## config.mk

```make
export PLATFORM = sky130hd
export DESIGN_NAME = spi_xfer_engine_flat
export DESIGN_NICKNAME = d
export VERILOG_FILES = /design/src/rtl/spi_mem_pkg.sv /design/src/rtl/spi_xfer_engine_if.sv /design/src/rtl/spi_sclk_div.sv /design/src/rtl/spi_xfer_engine.sv /design/src/flat_wrapper.sv
export SDC_FILE = /design/constraint.sdc
export NUM_CORES = 1
export LEC_CHECK = 0
export CELL_PAD_IN_SITES_DETAIL_PLACEMENT = 1
export CELL_PAD_IN_SITES_GLOBAL_PLACEMENT = 1
export CORE_MARGIN = 2
export CORE_UTILIZATION = 40
export DETAILED_ROUTE_END_ITERATION = 12
export PLACE_DENSITY_LB_ADDON = 0.1
export SYNTH_ARGS = -nofsm -noshare
export SYNTH_HDL_FRONTEND = slang
export SYNTH_HIERARCHICAL = 1
export SYNTH_SLANG_ARGS = --single-unit
```

## constraint.sdc

```tcl
create_clock -name clk -period 3.2 [get_ports clk]
set_clock_uncertainty 0.2 [all_clocks]
set_input_delay 0.64 -clock clk [delete_from_list [all_inputs] [get_ports clk]]
set_output_delay 0.64 -clock clk [all_outputs]
set_load 0.02 [all_outputs]
```

## src/rtl/spi_mem_pkg.sv

```systemverilog
// Shared constants and types for the SPI memory path.
// Holds command opcodes, phase widths, FSM encoding and a length clamp.
package spi_mem_pkg;

  localparam logic [7:0] FLASH_READ_CMD = 8'h03;
  localparam logic [7:0] RAM_READ_CMD   = 8'h03;
  localparam logic [7:0] RAM_WRITE_CMD  = 8'h02;

  localparam int CMD_ADDR_BITS = 32;
  localparam int MAX_DATA_BITS = 32;

  typedef enum logic [1:0] {
    ST_IDLE,
    ST_LOW,
    ST_HIGH,
    ST_FINISH
  } xfer_state_e;

  function automatic logic [5:0] clamp_len(
    input logic [5:0] len
  );
    return (len > 6'(MAX_DATA_BITS)) ?
      6'(MAX_DATA_BITS) : len;
  endfunction

endpackage

```

## src/rtl/spi_xfer_engine_if.sv

```systemverilog
// Start/done handshake between memory controller and SPI engine.
// master = memory controller, slave = spi_xfer_engine.
interface spi_xfer_engine_if;

  logic        start;
  logic        write_enable;
  logic [31:0] cmd_addr;
  logic [5:0]  data_len;
  logic [31:0] data_in;
  logic [31:0] data_out;
  logic        done;
  logic        busy;

  modport master (
    output start,
    output write_enable,
    output cmd_addr,
    output data_len,
    output data_in,
    input  data_out,
    input  done,
    input  busy
  );

  modport slave (
    input  start,
    input  write_enable,
    input  cmd_addr,
    input  data_len,
    input  data_in,
    output data_out,
    output done,
    output busy
  );

endinterface

```

## src/rtl/spi_sclk_div.sv

```systemverilog
// SCLK half-period counter: phase_end_o marks the last cycle of a phase.
// Ports: clk, rst_n, en_i (LOW/HIGH active), phase_end_o.
module spi_sclk_div #(
  parameter int CLK_DIV = 1
) (
  input  logic clk,
  input  logic rst_n,
  input  logic en_i,
  output logic phase_end_o
);

  localparam int W =
    (CLK_DIV > 1) ? $clog2(CLK_DIV) : 1;
  localparam logic [W-1:0] LAST = W'(CLK_DIV - 1);

  logic [W-1:0] cnt_q, cnt_d;

  assign phase_end_o = en_i && (cnt_q == LAST);

  always_comb begin
    cnt_d = cnt_q + W'(1);
    if (!en_i || phase_end_o)
      cnt_d = '0;
  end

  always_ff @(posedge clk) begin
    if (!rst_n)
      cnt_q <= '0;
    else
      cnt_q <= cnt_d;
  end

endmodule

```

## src/rtl/spi_xfer_engine.sv

```systemverilog
// SPI mode-0 engine: 32-bit cmd/addr phase then up to 32 data bits.
// Ports: clk, rst_n, host (handshake), spi_clk/cs_n/mosi out, spi_miso in.
module spi_xfer_engine
  import spi_mem_pkg::*;
#(
  parameter int CLK_DIV = 1
) (
  input  logic               clk,
  input  logic               rst_n,
  spi_xfer_engine_if.slave   host,
  output logic               spi_clk,
  output logic               spi_cs_n,
  output logic               spi_mosi,
  input  logic               spi_miso
);

  xfer_state_e state_q, state_d;

  logic [63:0] sr_q, sr_d;
  logic [31:0] rx_q, rx_d;
  logic [6:0]  cnt_q, cnt_d;
  logic [5:0]  len_q, len_d;
  logic        we_q, we_d;
  logic        sclk_q, sclk_d;
  logic        csn_q, csn_d;
  logic        mosi_q, mosi_d;
  logic        done_q, done_d;
  logic        busy_q, busy_d;

  logic        phase_end;
  logic        is_data;
  logic [5:0]  len_c;

  spi_sclk_div #(
    .CLK_DIV (CLK_DIV)
  ) u_div (
    .clk         (clk),
    .rst_n       (rst_n),
    .en_i        (state_q == ST_LOW ||
                  state_q == ST_HIGH),
    .phase_end_o (phase_end)
  );

  // Counter runs N..1; the last len values are data bits.
  assign is_data = cnt_q <= {1'b0, len_q};
  assign len_c   = clamp_len(host.data_len);

  always_ff @(posedge clk) begin
    if (!rst_n)
      state_q <= ST_IDLE;
    else
      state_q <= state_d;
  end

  always_comb begin
    state_d = state_q;
    unique case (state_q)
      ST_IDLE:
        if (host.start) state_d = ST_LOW;
      ST_LOW:
        if (phase_end) state_d = ST_HIGH;
      ST_HIGH:
        if (phase_end)
          state_d = (cnt_q == 7'd1) ?
            ST_FINISH : ST_LOW;
      ST_FINISH:
        state_d = ST_IDLE;
    endcase
  end

  always_comb begin
    sr_d   = sr_q;
    rx_d   = rx_q;
    cnt_d  = cnt_q;
    len_d  = len_q;
    we_d   = we_q;
    sclk_d = sclk_q;
    csn_d  = csn_q;
    mosi_d = mosi_q;
    done_d = 1'b0;
    busy_d = 1'b1;
    unique case (state_q)
      ST_IDLE: begin
        csn_d  = 1'b1;
        sclk_d = 1'b0;
        mosi_d = 1'b0;
        busy_d = host.start;
        if (host.start) begin
          // Read data phase shifts out zeros.
          sr_d   = {host.cmd_addr,
                    host.write_enable ?
                    host.data_in : 32'h0};
          cnt_d  = 7'd32 + {1'b0, len_c};
          len_d  = len_c;
          we_d   = host.write_enable;
          rx_d   = '0;
          csn_d  = 1'b0;
          mosi_d = host.cmd_addr[31];
        end
      end
      ST_LOW:
        if (phase_end) sclk_d = 1'b1;
      ST_HIGH:
        if (phase_end) begin
          sclk_d = 1'b0;
          cnt_d  = cnt_q - 7'd1;
          if (!we_q && is_data)
            rx_d = {rx_q[30:0], spi_miso};
          if (cnt_q != 7'd1) begin
            sr_d   = sr_q << 1;
            mosi_d = sr_q[62];
          end
        end
      ST_FINISH: begin
        csn_d  = 1'b1;
        done_d = 1'b1;
        mosi_d = 1'b0;
      end
    endcase
  end

  always_ff @(posedge clk) begin
    if (!rst_n) begin
      sr_q   <= '0;
      rx_q   <= '0;
      cnt_q  <= '0;
      len_q  <= '0;
      we_q   <= 1'b0;
      sclk_q <= 1'b0;
      csn_q  <= 1'b1;
      mosi_q <= 1'b0;
      done_q <= 1'b0;
      busy_q <= 1'b0;
    end else begin
      sr_q   <= sr_d;
      rx_q   <= rx_d;
      cnt_q  <= cnt_d;
      len_q  <= len_d;
      we_q   <= we_d;
      sclk_q <= sclk_d;
      csn_q  <= csn_d;
      mosi_q <= mosi_d;
      done_q <= done_d;
      busy_q <= busy_d;
    end
  end

  assign host.data_out = rx_q;
  assign host.done     = done_q;
  assign host.busy     = busy_q;
  assign spi_clk       = sclk_q;
  assign spi_cs_n      = csn_q;
  assign spi_mosi      = mosi_q;

endmodule

```

## src/flat_wrapper.sv

```systemverilog
// flat-port wrapper written by rule: the top's interface ports become plain ports
module spi_xfer_engine_flat import spi_mem_pkg::*;
#(
  parameter int CLK_DIV = 1
)
  (clk, rst_n, spi_clk, spi_cs_n, spi_mosi, spi_miso, host_start, host_write_enable, host_cmd_addr, host_data_len, host_data_in, host_data_out, host_done, host_busy);
  spi_xfer_engine_if host_i ();
  input  logic clk;
  input  logic rst_n;
  output logic spi_clk;
  output logic spi_cs_n;
  output logic spi_mosi;
  input  logic spi_miso;
  input wire logic [$bits(host_i.start)-1:0] host_start;
  input wire logic [$bits(host_i.write_enable)-1:0] host_write_enable;
  input wire logic [$bits(host_i.cmd_addr)-1:0] host_cmd_addr;
  input wire logic [$bits(host_i.data_len)-1:0] host_data_len;
  input wire logic [$bits(host_i.data_in)-1:0] host_data_in;
  output wire logic [$bits(host_i.data_out)-1:0] host_data_out;
  output wire logic [$bits(host_i.done)-1:0] host_done;
  output wire logic [$bits(host_i.busy)-1:0] host_busy;
  assign host_i.start = host_start;
  assign host_i.write_enable = host_write_enable;
  assign host_i.cmd_addr = host_cmd_addr;
  assign host_i.data_len = host_data_len;
  assign host_i.data_in = host_data_in;
  assign host_data_out = host_i.data_out;
  assign host_done = host_i.done;
  assign host_busy = host_i.busy;
  spi_xfer_engine #(.CLK_DIV(CLK_DIV)) u_core (.clk(clk), .rst_n(rst_n), .host(host_i), .spi_clk(spi_clk), .spi_cs_n(spi_cs_n), .spi_mosi(spi_mosi), .spi_miso(spi_miso));
endmodule
```

# After elaboration in Yosys (flattened, before gate mapping)
# Index checks and enable logic that the tools add are counted.
[totals]
regBits = 117
latch_bits = 0
ram_bits = 0
rom_bits = 0
output_inout_bits = 37
word_cells = 77
mem_count = 0
[classes]
addsub = 3
n_mul = 0
div = 0
magnitude_cmp = 2
n_eq_ne = 10
shifts = 0
n_mux = 29
bitwise = 2
n_reduce_logical = 19
[ops]
columns = ["op", "n"]
rows = [
  ["$mux W63", 3],
  ["$mux W32", 4],
  ["$pmux W63 S2", 1],
  ["$pmux W32 S2", 1],
  ["$mux W7", 2],
  ["$pmux W7 S2", 1],
  ["$reduce_and A3 Y1", 4],
  ["$ne A2 B2 Y1 const B", 5],
  ["$mux W1", 8],
  ["$mux W2", 4],
  ["$pmux W2 S4", 1],
  ["$reduce_and A4 Y1", 2],
  ["$add A6 B6 Y7 const A", 1],
  ["$eq A7 B1 Y1 const B", 1],
  ["$le A7 B6 Y1", 1],
  ["$ne A7 B1 Y1 const B", 1],
  ["$sub A7 B1 Y7 const B", 1],
  ["$gt A6 B6 Y1 const B", 1],
  ["$mux W6", 1],
  ["$pmux W1 S3", 2],
  ["$reduce_bool A3 Y1", 2],
  ["$eq A2 B2 Y1 const B", 2],
  ["$reduce_bool A2 Y1", 2],
  ["$eq A2 B1 Y1 const B", 1],
  ["9 further kinds", 13],
]

# Longest topological paths before layout
# Gate-level depths: netlist of run 1.
[depth]
depth_word = 5
depth_mapped = 10
depth_no_buf = 8

# Hierarchy
# The synthesis of run 1 kept the hierarchy.
[modules_own_cells]
columns = ["mod", "n_inst", "cells_per_inst", "area_each_um2"]
rows = [
  ["spi_xfer_engine", 1, 582, 5723.0],
  ["spi_sclk_div", 1, 3, 37.5],
]

# Worst setup path before layout of run 1
# No wires, ideal clock.
[synth_timing]
path_kind = "flip-flop to flip-flop"
start = "reg u_core.state_q[1]"
end = "reg u_core.sr_q[10]"
setup_ns = 0.141
t_arrival_ns = 1.913
t_required_ns = 2.859
path_slack_ns = 0.946
stages_incl_launch_ff = 11
path_buffers = 2
synth_period_minus_slack_ns = 2.254
cell_sequence = "dfxtp_1 > inv_1 > ha_1 > nor2b_4 > nor2b_1 > nand3b_2 > or2_1 > buf_6 > buf_8 > a221oi_2 > nor3_2"
[synth_via]
elab_chain_len = 5
word_cells_on_any_way = 11
cone_classes = "5 x eq/ne; 1 x mux; 5 x reduce/logical"
[synth_lines]
columns = ["item", "line", "source"]
rows = [
  ["start: declaration", "spi_xfer_engine.sv:17", "xfer_state_e state_q, state_d;"],
  ["start signal: assignment", "spi_xfer_engine.sv:52", "state_q <= state_d;"],
  ["$eq A2 B1 Y1 or $eq A2 B2 Y1 (tied branches)", "spi_xfer_engine.sv:39, spi_xfer_engine.sv:40", ""],
  ["$logic_or A1 B1 Y1 (*)", "spi_xfer_engine.sv:39", ".en_i (state_q == ST_LOW ||"],
  ["$logic_and A1 B1 Y1 (*)", "spi_sclk_div.sv:18", "assign phase_end_o = en_i && (cnt_q == LAST);"],
  ["named net u_core.phase_end", "spi_xfer_engine.sv:30", "logic phase_end;"],
  ["$ne A2 B2 Y1 (no source line) (*)", "-", ""],
  ["$reduce_and A4 Y1 (no source line) (*)", "-", ""],
  ["end signal: assignment", "spi_xfer_engine.sv:135", "sr_q <= sr_d;"],
  ["end: declaration", "spi_xfer_engine.sv:19", "logic [63:0] sr_q, sr_d;"],
]
# The timed path passes the listed nets; every way through them passes the cells marked *.
# A chain may end at the register's enable or synchronous reset.

# Worst setup path after layout of run 1
[layout_timing]
start = "reg u_core.state_q[1]"
end = "reg u_core.sr_q[2]"
# Same word-level chain as after synthesis.

==> qor.txt, run 1 <==
sequential area share after synthesis: 40.7%
placed cells: 837
RSZ-0062 raised after global routing: false
std cell rows: 43
Area growth syn-to-layout: 31.7%
vias per cell: 5.35
startpoint types: flip-flop
Inserted Diodes: 0
die area: 0.0154 mm2
asr flop ratio synth: 0%
Setup CP Type: reg -> reg
largest net degree at the start of global routing: 82
area leader, netlist: dfxtp_1
Worst Setup End Kind: flip-flop
Syn Area/Cell: 9.85 um2
area post-placement: 0.00697 mm2
DP HPWL: 9.67 mm
num ports: 112
Rel. slew slack: 65.1%
Post-synth top cells: dfxtp_1 (117), nor2_1 (67), mux2i_1 (64)
HP Start: u_core/we_q$_SDFFE_PN0P_
Critical Path AT: 2.73 ns
fin cells: 869
Crit path largest cell delay: 0.44 ns
die width: 124 um
H-tree levels: 4
total gr overflow: 0
vias in the first global route: 4900
1st-pass router iterations: 4
layout cell share with drive strength beyond 1: 20.0%
Tot Pwr: 7.38 mW
Hold WS: 0.262 ns
Synth top area share: 40.7%
Slowest cell on crit path: dfxtp_1
WL/cell: 16.5 um
post-route ant nets: 0
shortest period the worst path allows: 2.64 ns
worst setup path start: u_core/state_q[1]$_SDFFE_PN0P_
Hold Violations, Final: 0
CP Data Required Time: 3.29 ns
setup slack at placement: 0.322 ns
synthesized area: 0.00576 mm2
Hold Crit Class: reg -> reg
Critical R2R Launch: u_core/state_q[1]$_SDFFE_PN0P_
fmax: 379 MHz
Die Ht: 124 um
top-count cell post-synth: dfxtp_1
final instance area: 0.00759 mm2
final core utilization: 54.2%
# hold bufs at CTS: 0
setup TNS: 0 ns
via count: 4649
status: completed
initial antenna violation count: 0
Post-route DRC: 0
Synth area leaders: dfxtp_1 (41%), mux2i_1 (11%), a221oi_2 (7.6%), nor3_2 (5.0%), nor2_1 (4.4%)
cell area power density: 973 mW/mm2
# resized after CTS: 0
Distinct cells, synth: 51
DR iter-0 viols: 204
endpoints failing setup: 0
nets: 763
CTS Buf Count: 17
Core Area: 0.0140 mm2
EDFF count, synth: 0
Tot GR Track Use: 19.9%
Pleak: 2.89 nW
Post-CTS Setup Inserts: 0
Worst VDD drop: 0.575 mV
first-pass GRT wire length: 23.8 mm
# port buffers: 111
synthesized flop and latch total: 117
Max FO, Critical Path: 32
Worst-Margin Slew: 0.523 ns
ys flop type: dfxtp_1
Max Root-Sink Buffers: 2
Root Buffer: clkbuf_16
GPL Wtd Cong: 0.793
CTS sink cnt: 117
CTS tree: yes
Worst-Skew Late Latency: 0.42 ns
max-slew violations: 0
Starting Density: 41.2%
CP Cell Sequence: inv_1 > ha_1 > nor2b_4 > nor2b_1 > nand3b_2 > or2_2 > buf_4 > a221oi_1 > nor3_1
final worst-path cycle share: 82.5%
Post-Route WL: 14.4 mm
clock-pin slew on the worst setup and hold paths: 0.05 ns
Max Cap Viol: 0
fin worst setup slack: 0.561 ns
Ys Warns: 6
Synth Instances: 585
Post-Syn Nets: 672
-- cell families (layout without fill, tap and decap cells) --
logic type | after synthesis | count (layout) | share of synthesized area (%)
DFF | 117 | 117 | 40.7
adders and majority gates | 12 | 12 | 2.61
muxes | 65 | 65 | 11.3
other | 1 | 1 | 0.0651
AOI/OAI and AO/OA | 103 | 103 | 18.2
and+or+nand+nor | 223 | 223 | 20.9
buffers and inverters | 64 | 168 | 6.21
-- cell type report --
| class | instances | area [um2] |
|---|---|---|
| Multi-Input combinational cell | 404 | 3090 |
| Tap cell | 180 | 225 |
| Fill cell | 1575 | 6400 |
| Sequential cell | 117 | 2340 |
| Clock buffer | 23 | 498 |
| Clock inverter | 9 | 123 |
| Inverter | 12 | 46.3 |
| Timing Repair Buffer | 124 | 1270 |
-- layer usage --
metal  vias to the layer above  GRT usage, %  wire (um)
met1                      2270          23.0       6190
met3                        19          4.99        571
li1                       2282             -          -
met5                         -             0          0
met4                         0          8.29        202
met2                        78          34.8       7390
-- registers in the layout, indices dropped and copies added (netlist names) --
register              count
u_core/host.data_out     32
u_core/state_q            2
u_core/sr_q              63
u_core/spi_clk            1
u_core/len_q              6
u_core/spi_cs_n           1
u_core/u_div/cnt_q        1
u_core/spi_mosi           1
u_core/host.done          1
u_core/cnt_q              7
u_core/host.busy          1
u_core/we_q               1
-- path summary, 6_finish.rpt --
path / endpoint / slack, ns / depth (start not counted)
setup reg to reg: u_core/sr_q[2]$_SDFFE_PN0P_ / 0.56 / 9
setup / recovery: u_core/sr_q[2]$_SDFFE_PN0P_ / 0.56 / 9
hold / removal: u_core/we_q$_SDFFE_PN0P_ / 0.26 / 2
hold reg to reg: u_core/we_q$_SDFFE_PN0P_ / 0.26 / 2
-- cells in the final DEF, fill, tap and decap left out, types with 16 or more instances in the layout --
cell,count
clkdlybuf4s50_1,110
dfxtp_1,117
mux2i_1,64
a21oi_1,16
a221oi_2,29
nor3_2,29
a211oi_2,20
nor2_1,67
nand2_1,53
nand3_1,38
clkbuf_16,17
-- worst max-delay path: cells and delay by family (launching register included) --
family          cells  cell delay [ns]
compound gates      1             0.27
fa+ha+maj           1             0.33
buf+inv             2             0.39
flops               1             0.44
simple gates        5             0.86
-- where the power goes --
part | total, mW | leakage [nW] | internal [mW] | switching (mW)
Combinational | 3.11 | 1.62 | 1.33 | 1.79
Clock | 1.99 | 0.309 | 1.32 | 0.667
Sequential | 2.28 | 0.960 | 1.94 | 0.336
Power figures use the tool's default switching activity.
==> inputs of run 2 (changes only) <==
clock period = 2.5 ns   (was 3.2 ns; I/O delays follow)
==> qor.txt, run 2 (same netlist as run 1, synthesis figures left out) <==
Top reg by flops: u_core/sr_q
final worst-path cycle share: 95.6%
most frequent cells in the layout: dfxtp_1 (117), clkdlybuf4s50_1 (110), nor2_1 (67)
placed cells: 844
Max Root-Sink Buffers: 2
endpoints failing setup: 0
Starting Density: 41.2%
setup TNS: 0 ns
multi-input logic area: 0.00313 mm2
num ports: 112
Critical Path AT: 2.44 ns
Post-Route WL: 14.3 mm
Hold Violations, Final: 0
nets: 771
fmax: 418 MHz
fin cells: 871
first-pass GRT wire length: 23.1 mm
CTS Buf Count: 17
Largest delay share family, worst path: simple AND/OR/NAND/NOR gates
die area: 0.0154 mm2
DP HPWL: 9.55 mm
shortest period the worst path allows: 2.39 ns
clock-pin slew on the worst setup and hold paths: 0.05 ns
status: completed
Hold Crit Class: reg -> reg
final instance area: 0.00757 mm2
Max Cap Viol: 0
CP Cell Sequence: inv_1 > ha_1 > nor2b_4 > nor2b_1 > nand3b_4 > or2_2 > buf_12 > a221oi_2 > nor3_2
vias per cell: 5.34
DR iter-0 viols: 215
post-route ant nets: 0
Core Area: 0.0140 mm2
cell area power density: 1200 mW/mm2
Die Ht: 124 um
CTS tree: yes
max-slew violations: 0
Setup CP Type: reg -> reg
Crit path buffers/inverters: 2
Slowest cell on crit path: dfxtp_1
Worst VDD drop: 0.535 mV
initial antenna violation count: 0
Area growth syn-to-layout: 31.5%
Inserted Diodes: 0
1st-pass router iterations: 4
max FFs per register: 63
die width: 124 um
CTS sink cnt: 117
CP Data Required Time: 2.55 ns
Pleak: 2.86 nW
RSZ-0062 raised after global routing: false
layout cell share with drive strength beyond 1: 19.5%
total gr overflow: 0
via count: 4648
setup slack at placement: 0.00152 ns
Post-route DRC: 0
std cell rows: 43
area post-placement: 0.00701 mm2
Tot GR Track Use: 19.3%
Root Buffer: clkbuf_16
fin worst setup slack: 0.110 ns
GPL Wtd Cong: 0.796
WL/cell: 16.4 um
Rel. slew slack: 53.3%
# port buffers: 111
Worst-Margin Slew: 0.700 ns
H-tree levels: 4
Hold WS: 0.254 ns
Worst Setup End Kind: flip-flop
# hold bufs at CTS: 0
startpoint types: flip-flop
commonest non-fill, non-tap cell in the layout: dfxtp_1
Crit path largest cell delay: 0.36 ns
fill count: 1557
largest net degree at the start of global routing: 55
Worst-Skew Late Latency: 0.41 ns
vias in the first global route: 4719
Post-CTS Setup Inserts: 0
register area: 0.00234 mm2
Max FO, Critical Path: 32
run 2: changes by cell type in the layout (fill, tap and decap cells not counted), sizes merged:
cell and delta:
clkbuf +3, clkinvlp -1, bufbuf +1, bufinv -3, clkinv -5, buf +7
run 2: metal layers:
layer	track usage, %	vias up	wire length [um]
li1	-	2298	-
met1	23.1	2262	6380
met2	33.5	81	7280
met3	5.86	7	583
met4	5.20	0	76
met5	0	-	0
run 2: metrics by stage:
step,util [%],power (mW)
detailed placement,50.1,7.00
finish,54.1,9.11
floorplan,-,6.21
global placement,50.1,6.82
global route,54.1,9.75
CTS,53.8,9.14
run 2: path summary, 6_finish.rpt:
kind / startpoint / endpoint / slack (ns) / depth (start not counted)
worst min register to register: u_core/len_q[3]$_SDFFE_PN0P_ / u_core/len_q[3]$_SDFFE_PN0P_ / 0.25 / 2
worst max-delay path: u_core/state_q[0]$_SDFFE_PN0P_ / u_core/sr_q[19]$_SDFFE_PN0P_ / 0.11 / 9
worst min-delay path: u_core/len_q[3]$_SDFFE_PN0P_ / u_core/len_q[3]$_SDFFE_PN0P_ / 0.25 / 2
worst max register to register: u_core/state_q[0]$_SDFFE_PN0P_ / u_core/sr_q[19]$_SDFFE_PN0P_ / 0.11 / 9
run 2: area by class of cell:
type	count	share of cell area, %
sequential	117	30.9
clock buffer	26	6.33
tap	180	2.97
timing repair buffer	132	17.8
multi-input combinational	404	41.4
inverter	12	0.611
run 2: worst register-to-register path, delay by kind of cell (launching register included):
kind            cells  cell delay (ns)
compound gates      1             0.25
fa+ha+maj           1             0.31
buf+inv             2             0.27
flops               1             0.36
simple gates        5             0.84
run 2: power breakdown:
part	total [mW]	internal (mW)	switching, mW
Clock	2.04	1.28	0.761
Sequential	2.90	2.49	0.410
Combinational	4.17	1.83	2.35
Total	9.11	5.60	3.52
run 2: repair_timing:
| item | CTS | global route |
|---|---|---|
| cloned | 1 | 0 |
| gates resized for setup | 1 | 5 |
| setup endpoints to repair | 6 | 31 |
